$ cat src/rtl/spypath_chain_meter.sv
// Delay-chain propagation meter.
// A launch register drives a chain of inverting spypath_3_1 cells. Each
// measurement toggles the launch level, waits SAMPLE_WAIT cycles and snapshots
// every tap. It then counts how many leading taps already show the new level.
// Depths are summed over ACC_SAMPLES measurements per run.

module spypath_3_1 (
  input  logic i_a,
  input  logic i_c0,
  input  logic i_c1,
  input  logic i_c2,
  input  logic i_c3,
  output logic o_y
);
  logic w_path;

  // Path select: c2 inverts the data path, c3 blocks it, c0 forces the constant c1.
  assign w_path = i_c2 ? ~i_a : i_a;
  assign o_y    = i_c0 ? i_c1 : (i_c3 ? 1'b0 : w_path);
endmodule

module spypath_chain_meter #(
  parameter  int CHAIN_LEN   = 10,
  parameter  int SAMPLE_WAIT = 1,
  parameter  int ACC_SAMPLES = 16,
  localparam int DW          = $clog2(CHAIN_LEN + 1),
  localparam int AW          = DW + $clog2(ACC_SAMPLES)
) (
  input  logic          clk,
  input  logic          rst,
  input  logic          i_start,
  input  logic          i_cont,
  output logic          o_busy,
  output logic          o_done,
  output logic [DW-1:0] o_depth,
  output logic [AW-1:0] o_acc
);
  // Sample counter needs at least one bit, even when ACC_SAMPLES is 1.
  localparam int CW = (ACC_SAMPLES > 1) ? $clog2(ACC_SAMPLES) : 1;

  typedef enum logic [2:0] {
    S_IDLE, S_LAUNCH, S_WAIT, S_CAPTURE, S_DECODE, S_DONE
  } state_t;

  state_t                 r_state, w_state_nx;
  logic                   r_launch;
  logic [7:0]             r_wait;
  logic [CW-1:0]          r_sample;
  logic [CHAIN_LEN-1:0]   r_snap;
  logic [DW-1:0]          r_depth;
  logic [AW-1:0]          r_sum;
  logic [AW-1:0]          r_acc;
  logic [CHAIN_LEN-1:0]   w_taps;
  logic [DW-1:0]          w_depth;
  logic                   w_hit;

  // The delay chain: each stage is an inverter cell. Every stage output is a kept tap.
  for (genvar i = 0; i < CHAIN_LEN; i++) begin : g_stage
    (* keep = "true" *) logic w_tap;
    logic w_in;
    if (i == 0) begin : g_head
      assign w_in = r_launch;
    end else begin : g_link
      assign w_in = g_stage[i-1].w_tap;
    end
    spypath_3_1 u_cell (
      .i_a  (w_in),
      .i_c0 (1'b0),
      .i_c1 (1'b0),
      .i_c2 (1'b1),
      .i_c3 (1'b0),
      .o_y  (w_tap)
    );
    assign w_taps[i] = w_tap;
  end

  // State register.
  always_ff @(posedge clk or posedge rst) begin
    if (rst) r_state <= S_IDLE;
    else     r_state <= w_state_nx;
  end

  // Next-state and status outputs.
  always_comb begin
    // NOTE: every signal written here gets a default first, so no path can infer a latch.
    w_state_nx = r_state;
    o_busy     = (r_state != S_IDLE);
    o_done     = 1'b0;
    case (r_state)
      S_IDLE:    if (i_start) w_state_nx = S_LAUNCH;
      S_LAUNCH:  w_state_nx = S_WAIT;
      S_WAIT:    if (r_wait == 8'd0) w_state_nx = S_CAPTURE;
      S_CAPTURE: w_state_nx = S_DECODE;
      S_DECODE:  w_state_nx = (r_sample == CW'(ACC_SAMPLES - 1)) ? S_DONE : S_LAUNCH;
      S_DONE: begin
        o_done     = 1'b1;
        w_state_nx = i_cont ? S_LAUNCH : S_IDLE;
      end
      default:   w_state_nx = S_IDLE;
    endcase
  end

  // Depth decode: leading taps that already match the current launch level.
  // Inverting stages alternate, so even taps expect ~L and odd taps expect L.
  always_comb begin
    w_depth = DW'(CHAIN_LEN);
    w_hit   = 1'b0;
    for (int i = 0; i < CHAIN_LEN; i++) begin
      if (!w_hit && (r_snap[i] != (r_launch ^ ((i % 2) == 0)))) begin
        w_depth = DW'(i);
        w_hit   = 1'b1;
      end
    end
  end

  // Measurement datapath: launch, wait count, snapshot, accumulate, publish.
  always_ff @(posedge clk or posedge rst) begin
    if (rst) begin
      r_launch <= 1'b0;
      r_wait   <= '0;
      r_sample <= '0;
      r_snap   <= '0;
      r_depth  <= '0;
      r_sum    <= '0;
      r_acc    <= '0;
    end else begin
      // NOTE: non-blocking assignments so every register samples pre-edge values.
      case (r_state)
        S_LAUNCH: begin
          r_launch <= ~r_launch;
          r_wait   <= 8'(SAMPLE_WAIT - 1);
        end
        S_WAIT: if (r_wait != 8'd0) r_wait <= r_wait - 8'd1;
        S_CAPTURE: r_snap <= w_taps;
        S_DECODE: begin
          r_depth <= w_depth;
          r_sum   <= r_sum + AW'(w_depth);
          if (r_sample != CW'(ACC_SAMPLES - 1)) r_sample <= r_sample + CW'(1);
        end
        S_DONE: begin
          r_acc    <= r_sum;
          r_sum    <= '0;
          r_sample <= '0;
        end
        default: ;
      endcase
    end
  end

  assign o_depth = r_depth;
  assign o_acc   = r_acc;
endmodule

$ cat config.mk
export PLATFORM = sky130hd
export DESIGN_NAME = spypath_chain_meter
export DESIGN_NICKNAME = d
export VERILOG_FILES = /design/src/rtl/spypath_chain_meter.sv
export SDC_FILE = /design/constraint.sdc
export NUM_CORES = 1
export LEC_CHECK = 0
export CORE_MARGIN = 8
export CORE_UTILIZATION = 40
export CTS_CLUSTER_DIAMETER = 120
export DETAILED_ROUTE_END_ITERATION = 12
export GPL_TIMING_DRIVEN = 0
export PLACE_DENSITY = 0.63
export SLEW_MARGIN = 20
export SYNTH_ARGS = -nofsm -noshare
export SYNTH_HDL_FRONTEND = slang
export SYNTH_SLANG_ARGS = --single-unit
$ cat constraint.sdc
create_clock -name clk -period 2.5 [get_ports clk]
set_input_delay 0.375 -clock clk [delete_from_list [all_inputs] [get_ports clk]]
set_output_delay 0.375 -clock clk [all_outputs]
set_load 0.01 [all_outputs]
## Word-level counts from Yosys, hierarchy flattened

Index checks and enable logic that the tools add are counted.

| storage, ports and cells | value |
|---|---|
| bits in registers | 46 |
| logic and storage cells | 90 |
| input bits | 4 |

| cells by class | value |
|---|---|
| reduce and logical (&&, ||, !) cells | 27 |
| bitwise logic cells | 1 |
| mux-type cells | 30 |
| equality and inequality tests | 21 |
| add/subtract/negate cells | 3 |

Operator list:

| kind | count |
|---|---|
| 4-bit two-way mux | 11 |
| 8-bit case mux with 2 select lines | 2 |
| 3-bit case mux with 6 select lines | 1 |
| 1-bit two-way mux | 11 |
| 1-bit inequality test | 10 |
| 1-bit logical AND | 9 |
| 1-bit logical NOT | 9 |
| 3-bit two-way mux | 3 |
| 8-bit by 4-bit adder with 8-bit output | 1 |
| 8-bit logical NOT | 1 |
| 8-bit two-way mux | 1 |
| 2-bit inequality test, second input constant | 4 |
| 4-bit case mux with 2 select lines | 1 |
| 8-bit nonzero test | 1 |
| 8-bit by 1-bit subtractor with 8-bit output, second input constant | 1 |
| 3-bit by 2-bit equality test with 1-bit output, second input constant | 2 |
| 3-bit equality test, second input constant | 2 |
| 2-bit AND reduction | 3 |
| 4-bit by 1-bit adder with 4-bit output, second input constant | 1 |
| 4-bit equality test, second input constant | 1 |
| 4-bit inequality test, second input constant | 1 |
| 2-bit nonzero test | 2 |
| 3-bit by 1-bit equality test with 1-bit output, second input constant | 1 |
| 3-bit logical NOT | 1 |
| other kinds (2) | 2 |

## Longest topological paths before layout

| depth | value |
|---|---|
| word-level depth | 32 |
| mapped depth | 9 |

## Hierarchy

Synthesis repeated with hierarchy kept, for this count alone.

| second synthesis, totals | value |
|---|---|
| cells, all modules | 284 |
| area, all modules | 2662.6 µm² |

Modules (own cells, without submodules):

| module | area each (µm²) | cells each | times used |
|---|---|---|---|
| spypath_chain_meter | 2412.3 | 254 | 1 |
| spypath_3_1 | 25.0 | 3 | 10 |

## Least setup slack after synthesis

No wires, ideal clock.

| timing | value |
|---|---|
| path type | reg-to-reg |
| start point | register r_launch (netlist: g_stage[0].w_in) |
| end point | register r_sum[6] |
| buffers on the path | 0 |
| arrival time | 2.067 ns |
| library setup time | 0.087 ns |
| stages on the path, launching flop included | 10 |
| data required time | 2.413 ns |
| path slack | 0.347 ns |
| cell sequence | dfrtp_1 -> inv_1 -> nand2_1 -> mux2i_1 -> ha_1 -> fa_1 -> a21o_1 -> a21o_1 -> a311o_1 -> o211ai_1 |

| between the ends | value |
|---|---|
| cells in the longest elaborated chain, start to end | 32 |
| elaborated cells between the ends (all ways) | 50 |
| those cells by class | 1 x add/sub; 10 x eq/ne; 20 x mux; 1 x bitwise; 18 x reduce/logical |

RTL lines:

| element | line | RTL |
|---|---|---|
| start, declared | 46 | `logic r_launch;` |
| start signal, assigned | 130 | `r_launch <= ~r_launch;` |
| 1-bit NOT * | n/a |  |
| net g_stage[0].w_tap | 59 | `(* keep = "true" *) logic w_tap;` |
| 1-bit inequality test | 109 | `if (!w_hit && (r_snap[i] != (r_launch ^ ((i % 2) == 0)))) begin` |
| 1-bit two-way mux | 109 |  |
| 1-bit logical NOT | 109 |  |
| 1-bit logical AND | 109 |  |
| 1-bit two-way mux | 109 |  |
| 1-bit logical NOT | 109 |  |
| (+18 left out) | n/a |  |
| 1-bit logical AND | 109 |  |
| 1-bit two-way mux | 109 |  |
| 1-bit logical NOT | 109 |  |
| 1-bit logical AND | 109 |  |
| 4-bit two-way mux * | 109 |  |
| net w_depth[0] | 54 | `logic [DW-1:0] w_depth;` |
| 8-bit by 4-bit adder with 8-bit output * | 137 | `r_sum <= r_sum + AW'(w_depth);` |
| 8-bit case mux with 2 select lines * | 128 | `case (r_state)` |
| end signal, assigned | 137 |  |
| end, declared | 51 | `logic [AW-1:0] r_sum;` |

The timed path passes the listed nets; every way through them passes the cells marked *.
A chain may end at the register's enable or synchronous reset.

## Final worst setup path

| timing | value |
|---|---|
| start point | register r_state[1] |
| end point | output port o_done |

| between the ends | value |
|---|---|
| cells in the longest elaborated chain, start to end | 2 |

RTL lines:

| element | line | RTL |
|---|---|---|
| start, declared | 45 | `state_t r_state, w_state_nx;` |
| start signal, assigned | 80 | `else r_state <= w_state_nx;` |
| 3-bit equality test | 89 | `case (r_state)` |
| 1-bit two-way mux | 89 |  |
| end, declared | 34 | `output logic o_done,` |

Every way passes these cells.

==> results.md <==
* Worst vdd ir at 0.574 mV
* Mapped Nets at 216
* Post-CTS setup buffers at 0
* Switching share of power at 36.2%
* CTS H-Tree Depth at 2
* Minimum clock period at 2340 ps
* Crit path buffers/inverters at 5
* CTS Hold Bufs at 0
* Combinational power share at 42.5%
* Antenna Cells at 0
* Crit path kind: reg2out
* Clock-pin slew on the worst setup and hold paths at around 70 ps
* Cell Area, Synth at 1960 sq um
* DP HPWL at 2840 um
* Die height at between 80 and 90 um
* Avg Cell Area, Syn at 9.62 sq um
* FMAX at between 400 and 500 MHz
* Drt drc at 0
* Placeable Area at 4720 sq um
* Die width at 86.0 um
* Crit end category: output port
* Leak pwr at 0.00112 uW
* Share of layout cells above drive strength 1 at 7.83%
* Initial DRC Count at 107
* Worst r2r dst: r_sum[6]
* CTS Buf Count at 5
* Delay-heaviest family, CP: buffers and inverters
* Psw at just over 900 uW
* Sequential Power Share at 37.3%
* Cells after Synth at 204
* Critical Path, Cell by Cell: buf_4 > inv_1 > nand3_1 > inv_1 > clkbuf_4 > clkdlybuf4s50_1
* Slew Limit Fails at 0
* Global Route Usage Sum at 11.4%
* HP Class: in2async
* TritonCTS clock tree: yes
* RR Startpoint: g_stage[0].w_in
* Critical path startpoint category: flop
* Clock share of power at 20.2%
* Outcome: completed
* Number of max-cap violations at 0
* I/O Buffers at 17
* Syn. warnings at 0
* GPL Wtd Cong at 0.829
* Num Clock Sinks at 38
* R2R depth at 9
* Crit path largest cell delay at 550 ps
* Vias at roughly 1500
* Post_cts resized at 0
* Area delta synth->final at 19.9%
* Max Fanout on Critical Path at 10
* Final setup fails at 0
* Critical Path RT at 2120 ps
* Maximum clock path buffer count at 2
* Worst Path Arrival at 1960 ps
* Least-Margin Pin Slew at 637 ps
* Worst Skew at 5.57 ps
* RSZ-0062 raised after global routing: no
* Hold_ws at 394 ps
* P_int at 1620 uW
* Post-route setup TNS at 0 ps
* GRT overflow at 0
* Final period util at 93.4%
* Most used cell, CP: inv_1
* Clk_lat worst skew at 290 ps
* IO Pins at 18
* First-pass GRT wire length at 6740 um
* Initial core utilization at 41.5%
* Pre-Repair DR Iteration Count at 4
* Maximum number of pins on one net before global-route repair at 23
* Final hold vios at 0
* R2R Setup Slk at 270 ps
* Power per cell area at 1080 nW/um^2
* Drt total wl at approximately 3800 um
* Num rows at 25
* Initial antenna violation count at 0
* Antenna Nets Post-Route at 0
* Drt wl/cell at 12.8 um
* Final net count at around 240
* Vias in the first global route at 1509
* Vias per inst at 4.90
* Relative slew slack at 57.2%
* DIE AREA at 7400 sq um
* Slowest stage cell, crit path: clkdlybuf4s50_1
* Clk root buf: clkbuf_8
-- power by group through the flow --
stage / Sequential [uW] / Combinational (uW) / Clock, uW
2_1_floorplan: 965 / 711 / 0
5_1_grt: 982 / 1220 / 547
3_5_place_dp: 961 / 1090 / 0
4_1_cts: 949 / 1090 / 524
3_3_place_gp: 948 / 1060 / 0
6_report: 947 / 1080 / 512
-- metal layers --
| layer | global-route usage [%] | part of all wire, % | vias up |
|---|---|---|---|
| li1 | - | - | 738 |
| met3 | 3.25 | 4.9 | 6 |
| met2 | 18.2 | 45 | 28 |
| met5 | 0 | 0 | - |
| met1 | 13.5 | 48 | 683 |
| met4 | 6.05 | 1.7 | 0 |
-- state kept, by name, indices dropped and copies added (netlist names) --
register and cells:
r_state 3, o_depth 4, r_sum 8, r_wait 8, r_snap 2, r_sample 4
g_stage.w_in 1, o_acc 8
-- layout by cell type (no fill, tap or decap), types with 2 or more instances in the layout --
master	n
nand2_1	41
o31ai_1	3
a21o_1	3
a22o_1	2
nand2b_1	3
a21oi_1	11
nor3_1	3
clkbuf_1	4
clkbuf_8	5
inv_1	13
clkdlybuf4s50_1	17
mux2i_1	8
ha_1	7
o21ai_0	11
buf_4	3
nand3_1	8
or3_1	3
dfrtp_1	38
nand3b_1	2
nor2_1	11
xnor2_1	2
o211ai_1	2
xor2_1	4
nor2b_1	3
-- per-stage QoR --
stage	total power [uW]	utilization, %	instance area, sq um	setup slack (ps)	std cells
finish	2540	49.8	2350	164	297
global route	2750	49.8	2350	11.8	297
CTS	2570	49.7	2350	101	297
detailed placement	2050	47.5	2240	268	289
global placement	2010	46.9	2220	314	288
floorplan	1680	-	1960	489	204
-- cell type report --
cell class,count,area [sq um]
multi-input combinational,145,918
buffer,7,42.5
sequential,38,951
clock buffer,7,76.3
timing repair buffer,18,198
clock inverter,1,30.0
fill,450,2370
inverter,14,52.6
tap,67,83.8
-- worst max path at each step --
stage | cells after the start | start | slack, ps | endpoint
detailed placement | 9 | g_stage[0].w_in | 270 | r_sum[6]
CTS | 6 | r_state[1] | 100 | o_done
floorplan | 9 | g_stage[0].w_in | 490 | r_sum[6]
finish | 6 | r_state[1] | 160 | o_done
global route | 6 | r_state[1] | 10 | o_done
global placement | 9 | g_stage[0].w_in | 310 | r_sum[6]
(Power assumes the default switching activity.)
